### config.mk
export PLATFORM = sky130hd
export DESIGN_NAME = rom_scroll_ctrl_flat
export DESIGN_NICKNAME = d
export VERILOG_FILES = /design/src/rtl/rom_scroll_ctrl_pkg.sv /design/src/rtl/rom_scroll_ctrl_if.sv /design/src/rtl/rom_scroll_ctrl_dwell_timer.sv /design/src/rtl/rom_scroll_ctrl.sv /design/src/flat_wrapper.sv
export SDC_FILE = /design/constraint.sdc
export NUM_CORES = 1
export LEC_CHECK = 0
export ABC_AREA = 1
export ABC_CLOCK_PERIOD_IN_PS = 1500
export CORE_UTILIZATION = 48
export DETAILED_ROUTE_END_ITERATION = 8
export PLACE_DENSITY = 0.8
export SLEW_MARGIN = 30
export SYNTH_ARGS = -nofsm -noshare
export SYNTH_HDL_FRONTEND = slang
export SYNTH_SLANG_ARGS = --single-unit
### constraint.sdc
create_clock -name clk -period 1.5 [get_ports clk]
set_clock_uncertainty 0.05 [all_clocks]
set_input_delay 0.225 -clock clk [delete_from_list [all_inputs] [get_ports clk]]
set_output_delay 0.225 -clock clk [all_outputs]
set_load 0.02 [all_outputs]
### src/rtl/rom_scroll_ctrl_pkg.sv
// Shared types and constants for the display-ROM scroll sequencer.
// Imported by rom_scroll_ctrl (optional feature macro: SCROLL_REVERSE_EN) and dwell_timer.
package rom_disp_pkg;

  typedef enum logic [1:0] {
    IDLE  = 2'd0,
    FETCH = 2'd1,
    CAPT  = 2'd2,
    SHOW  = 2'd3
  } state_t;

  localparam int SEG_W      = 7;
  localparam int SEG_HI_MSB = 13;
  localparam int SEG_HI_LSB = 7;
  localparam int SEG_LO_MSB = 6;
  localparam int SEG_LO_LSB = 0;

  localparam int DEF_ADDR_W = 10;
  localparam int DEF_DATA_W = 16;

  // Register width needed to hold 0..n-1; a single-value range still needs one bit.
  function automatic int width_of(input int n);
    return (n > 1) ? $clog2(n) : 1;
  endfunction

endpackage

### src/rtl/rom_scroll_ctrl_if.sv
// ROM read port plus seven-segment output bundle between the sequencer and its neighbours.
interface rom_scroll_ctrl_if
  import rom_disp_pkg::*;
#(
  parameter int ADDR_W = DEF_ADDR_W,
  parameter int DATA_W = DEF_DATA_W
);

  logic [ADDR_W-1:0] rom_addr;
  logic              rom_cs;
  logic [DATA_W-1:0] rom_data;
  logic [SEG_W-1:0]  seg_hi;
  logic [SEG_W-1:0]  seg_lo;
  logic              word_valid;
  logic              wrap;

  modport master (
    output rom_addr, rom_cs, seg_hi, seg_lo, word_valid, wrap,
    input  rom_data
  );

  modport slave (
    input  rom_addr, rom_cs, seg_hi, seg_lo, word_valid, wrap,
    output rom_data
  );

endinterface

### src/rtl/rom_scroll_ctrl_dwell_timer.sv
// Dwell counter for the scroll sequencer: counts enabled cycles and flags the last one.
module dwell_timer
  import rom_disp_pkg::*;
#(
  parameter int DWELL = 50_000_000
) (
  input  logic clk,
  input  logic rst,
  input  logic clr,
  input  logic en,
  output logic done
);

  localparam int            CW   = width_of(DWELL);
  localparam logic [CW-1:0] LAST = CW'(DWELL - 1);

  logic [CW-1:0] count;

  always_ff @(posedge clk or posedge rst) begin
    if (rst) begin
      count <= '0;
    end else if (clr) begin
      count <= '0;
    end else if (en) begin
      // Roll over on the terminal cycle so the count never leaves its range.
      count <= (count == LAST) ? '0 : count + 1'b1;
    end
  end

  assign done = (count == LAST) && en;

endmodule

### src/rtl/rom_scroll_ctrl.sv
// Walks a message in the display ROM and drives two 7-segment digit patterns.
// Optional macro SCROLL_REVERSE_EN adds the dir input for backward scrolling.
//
// state | meaning
// IDLE  | waiting for run
// FETCH | rom_cs high, ROM samples rom_addr
// CAPT  | ROM output valid, captured into seg registers at the edge
// SHOW  | word displayed, dwell counter runs while run=1
module rom_scroll_ctrl
  import rom_disp_pkg::*;
#(
  parameter int ADDR_W    = DEF_ADDR_W,
  parameter int DATA_W    = DEF_DATA_W,
  parameter int BASE_ADDR = 0,
  parameter int MSG_LEN   = 6,
  parameter int DWELL     = 50_000_000
) (
  input  logic clk,
  input  logic rst,
  input  logic run,
  input  logic restart,
`ifdef SCROLL_REVERSE_EN
  input  logic dir,
`endif
  rom_scroll_ctrl_if.master bus
);

  localparam int            IW       = width_of(MSG_LEN);
  localparam logic [IW-1:0] LAST_IDX = IW'(MSG_LEN - 1);

  state_t            state, state_nxt;
  logic [IW-1:0]     idx, idx_nxt, step_idx;
  logic              step_wrap;
  logic              adv;
  logic              dwell_done;
  logic              capture;
  logic              wrap_pend;
  logic [ADDR_W-1:0] addr_q;
  logic [SEG_W-1:0]  seg_hi_q, seg_lo_q;
  logic              word_valid_q, wrap_q;
  logic              data_unused;

  dwell_timer #(.DWELL(DWELL)) u_dwell (
    .clk  (clk),
    .rst  (rst),
    .clr  (restart || (state == CAPT)),
    .en   (run && (state == SHOW)),
    .done (dwell_done)
  );

  always_comb begin
    step_wrap = (idx == LAST_IDX);
    step_idx  = step_wrap ? '0 : idx + 1'b1;
`ifdef SCROLL_REVERSE_EN
    if (dir) begin
      step_wrap = (idx == '0);
      step_idx  = step_wrap ? LAST_IDX : idx - 1'b1;
    end
`endif
  end

  always_comb begin
    state_nxt = state;
    idx_nxt   = idx;
    adv       = 1'b0;
    if (restart) begin
      state_nxt = FETCH;
      idx_nxt   = '0;
    end else begin
      unique case (state)
        IDLE:  if (run) state_nxt = FETCH;
        FETCH: state_nxt = CAPT;
        CAPT:  state_nxt = SHOW;
        SHOW: begin
          if (dwell_done) begin
            adv       = 1'b1;
            idx_nxt   = step_idx;
            state_nxt = FETCH;
          end
        end
        default: state_nxt = IDLE;
      endcase
    end
  end

  // A restart landing on the capture edge abandons that word in favour of word 0.
  assign capture = (state == CAPT) && !restart;

  always_ff @(posedge clk or posedge rst) begin
    if (rst) begin
      state        <= IDLE;
      idx          <= '0;
      addr_q       <= ADDR_W'(BASE_ADDR);
      seg_hi_q     <= '0;
      seg_lo_q     <= '0;
      word_valid_q <= 1'b0;
      wrap_q       <= 1'b0;
      wrap_pend    <= 1'b0;
    end else begin
      state        <= state_nxt;
      idx          <= idx_nxt;
      addr_q       <= ADDR_W'(BASE_ADDR) + ADDR_W'(idx_nxt);
      word_valid_q <= capture;
      wrap_q       <= capture && wrap_pend;
      if (capture) begin
        seg_hi_q <= bus.rom_data[SEG_HI_MSB:SEG_HI_LSB];
        seg_lo_q <= bus.rom_data[SEG_LO_MSB:SEG_LO_LSB];
      end
      if (restart)      wrap_pend <= 1'b0;
      else if (adv)     wrap_pend <= step_wrap;
      else if (capture) wrap_pend <= 1'b0;
    end
  end

  assign data_unused    = ^bus.rom_data[DATA_W-1:SEG_HI_MSB+1];

  assign bus.rom_addr   = addr_q;
  assign bus.rom_cs     = (state == FETCH);
  assign bus.seg_hi     = seg_hi_q;
  assign bus.seg_lo     = seg_lo_q;
  assign bus.word_valid = word_valid_q;
  assign bus.wrap       = wrap_q;

endmodule

### src/flat_wrapper.sv
// flat-port wrapper written by rule: the top's interface ports become plain ports
module rom_scroll_ctrl_flat import rom_disp_pkg::*;
#(
  parameter int ADDR_W    = DEF_ADDR_W,
  parameter int DATA_W    = DEF_DATA_W,
  parameter int BASE_ADDR = 0,
  parameter int MSG_LEN   = 6,
  parameter int DWELL     = 50_000_000
)
  (clk, rst, run, restart, bus_rom_addr, bus_rom_cs, bus_seg_hi, bus_seg_lo, bus_word_valid, bus_wrap, bus_rom_data);
  rom_scroll_ctrl_if #(.ADDR_W(ADDR_W), .DATA_W(DATA_W)) bus_i ();
  input  logic clk;
  input  logic rst;
  input  logic run;
  input  logic restart;
  output wire logic [$bits(bus_i.rom_addr)-1:0] bus_rom_addr;
  output wire logic [$bits(bus_i.rom_cs)-1:0] bus_rom_cs;
  output wire logic [$bits(bus_i.seg_hi)-1:0] bus_seg_hi;
  output wire logic [$bits(bus_i.seg_lo)-1:0] bus_seg_lo;
  output wire logic [$bits(bus_i.word_valid)-1:0] bus_word_valid;
  output wire logic [$bits(bus_i.wrap)-1:0] bus_wrap;
  input wire logic [$bits(bus_i.rom_data)-1:0] bus_rom_data;
  assign bus_rom_addr = bus_i.rom_addr;
  assign bus_rom_cs = bus_i.rom_cs;
  assign bus_seg_hi = bus_i.seg_hi;
  assign bus_seg_lo = bus_i.seg_lo;
  assign bus_word_valid = bus_i.word_valid;
  assign bus_wrap = bus_i.wrap;
  assign bus_i.rom_data = bus_rom_data;
  rom_scroll_ctrl #(.ADDR_W(ADDR_W), .DATA_W(DATA_W), .BASE_ADDR(BASE_ADDR), .MSG_LEN(MSG_LEN), .DWELL(DWELL)) u_core (.clk(clk), .rst(rst), .run(run), .restart(restart), .bus(bus_i));
endmodule
==> metrics.yaml <==
status: "finished, violations left"
violations: "setup timing"
synth_top_area_frac: 0.423
clock_path_buffers: 2
fillers: 398
grt_overflow: 0
core_area_um2: 5610
antenna_found_initial: 0
grt_pass1_wl_um: 11800
ys_warn_count: 0
synthTopCellsByArea: "dfrtp_1 (42%), nand2_1 (15%), nor2_1 (6.5%)"
dieHeight_um: 78.9
drt-wirelength-per-cell_um: 15.6
cp.required_ns: 1.68
ant_nets: 0
numCtsBuffers: 5
place_worst_setup_slack_ns: -0.262
cp-end-kind: "register"
total_power_uw: 4470
layout_common_cells: "nand2_1 (100), buf_4 (42), dfrtp_1 (40)"
numClockSinks: 48
fin_ws_ns: -0.292
p_per_area_nw_per_um2: 1070
cts_root_buffer: "clkbuf_8"
power_frac_seq: 0.380
antennaDiodeCount: 0
p_switching_uw: 1740
fin_util: 0.747
arrival_ns: 1.97
area_growth_pct: 47.7
routabilityCongestion: 0.879
cts_max_level: 2
postSynthAreaPerCell_um2: 7.65
dieArea_um2: 6220
fin_hold_ws_ns: 0.120
ys_ff_latch: 48
grt_pass1_vias: 2652
placed_area_um2: 3540
synthesis.area_um2: 2840
comb_power_share: 0.433
remaining_drc_errors: 0
drive_gt1_frac: 0.355
p_sw_frac: 0.389
ir_worst_vdd_mv: 0.991
cts_tree: "yes"
finalSetupViolations: 45
cap_violations: 0
synth_largest_area_cell: "dfrtp_1"
p_leak_uw: 0.00191
ys_seq_area_frac: 0.423
fin_crit_ns: 1.79
initial_core_util: 0.506
hold_viol: 0
start_kind: "register"
die_x_um: 78.9
grt_max_degree: 21
rsz0062_at_grt: "true"
worstSetupPathType: "reg2reg"
place_hpwl_um: 4820
avgViaCountPerCell: 5.36
clk_latency_ns: 0.31
io_buffers: 37
final_common_cell: "nand2_1"
period_share: 1.19
ios: 47
cp_max_fo: 8
firstDrtPassIters: 7
finalMaxSlewViolations: 0
hold_path.class: "in2async"
rows: 27
synth_cells: 371
final_cell_area_um2: 4190
drt_iter0_drc: 208
internal-power_uw: 2730
ys_types: 34
fmax_mhz: 558
track_usage: 0.246
clkPwrFrac: 0.188
routed_wl_um: 8430
clk_pin_slew_ns: 0.10
final_nets: 493
vias: 2897
[worst paths after layout]
path | from | to | slack [ns] | depth (start not counted)
worst max-delay path | u_core.state[0]$_DFFE_PP0P_ | u_core.u_dwell.count[12]$_DFFE_PP0P_ | -0.29 | 9
worst min-delay path | rst | u_core.u_dwell.count[2]$_DFFE_PP0P_ | 0.12 | 2
worst max register to register | u_core.state[0]$_DFFE_PP0P_ | u_core.u_dwell.count[12]$_DFFE_PP0P_ | -0.29 | 9
worst min register to register | u_core.bus.seg_lo[2]$_DFFE_PP0P_ | u_core.bus.seg_lo[2]$_DFFE_PP0P_ | 0.43 | 2
max in group asynchronous | rst | u_core.u_dwell.count[15]$_DFFE_PP0P_ | 0.86 | 3
min in group clk | bus_rom_data[4] | u_core.bus.seg_lo[4]$_DFFE_PP0P_ | 0.39 | 3
[final cells by class]
class | instances | area (µm²) | share of cell area
Clock buffer | 5 | 68.8 | 0.0164
Inverter | 42 | 179 | 0.0427
Timing Repair Buffer | 95 | 870 | 0.208
Tap cell | 72 | 90.1 | 0.0215
Sequential cell | 48 | 1210 | 0.289
Clock inverter | 3 | 26.3 | 0.00627
Multi-Input combinational cell | 273 | 1730 | 0.413
Timing Repair inverter | 2 | 16.3 | 0.00388
[cells in the mapped netlist]
cell type / number
nor3_1: 11
nor2_1: 49
nand3b_4: 1
ha_1: 6
and2_1: 1
nand3b_1: 2
nand3_4: 1
nand2_2: 9
nor3_2: 3
nor2_4: 6
nand2_1: 113
buf_4: 9
dfrtp_1: 48
buf_2: 1
conb_1: 1
xnor2_1: 3
xor2_1: 4
buf_6: 3
o21ai_0: 7
nand3_1: 20
o31ai_1: 1
nor4_1: 2
nand4_1: 10
nor2_8: 1
nor3b_1: 1
nor2_2: 7
inv_1: 40
inv_2: 2
a21oi_1: 4
nor3_4: 1
nand3_2: 1
clkbuf_1: 1
o21ai_1: 1
nand2_4: 1
[per-layer routing]
metal	global-route usage	wire length [µm]	vias up
li1	-	-	1338
met1	0.281	3260	1405
met2	0.469	4490	126
met3	0.0460	449	28
met4	0.0636	233	0
met5	0	0	-
[critical path, stage by stage (launching register included)]
cell,delay (ns)
dfrtp_1,0.44
buf_6,0.14
inv_4,0.06
ha_4,0.17
nor2_8,0.05
nand2_8,0.11
nand3_4,0.09
nor2_4,0.24
o21ai_0,0.16
nor2_1,0.18
[sequential cells by signal, indices dropped and copies added, names as in the netlist]
register and count:
u_core.bus.seg_lo 7, u_core.wrap_pend 1, u_core.bus.rom_addr 3, u_core.bus.word_valid 1, u_core.state 2, u_core.bus.seg_hi 7, u_core.u_dwell.count 26, u_core.bus.wrap 1
[stage by stage]
step | TNS [ns] | instances
after floorplan | 0 | 377
after global placement | -6.79 | 511
after detailed placement | -8.15 | 511
after CTS | -2.99 | 530
after global routing | -9.32 | 540
final | -6.26 | 540
[timing repair]
action                     CTS  global route
hold buffers                 0             0
setup buffers                9            10
setup endpoints to repair   53            47
cloned                       2             1
resized for setup           74            65
pin swaps                   11            21
[cell families after synthesis]
group	count (synthesis)	synth area share
flops	48	0.423
xor+xnor	7	0.0216
buf+inv	56	0.0944
fa+ha+maj	6	0.0265
compound gates	13	0.0238
other cells	1	0.00132
simple gates	240	0.409
[power by group through the flow]
stage          Sequential, µW  Clock, µW  Combinational, µW
2_1_floorplan            1950          0                621
3_3_place_gp             1720          0               1550
3_5_place_dp             1710          0               1590
4_1_cts                  1690        847               1740
5_1_grt                  1730        906               2070
6_report                 1700        840               1940
(Power assumes the default switching activity.)
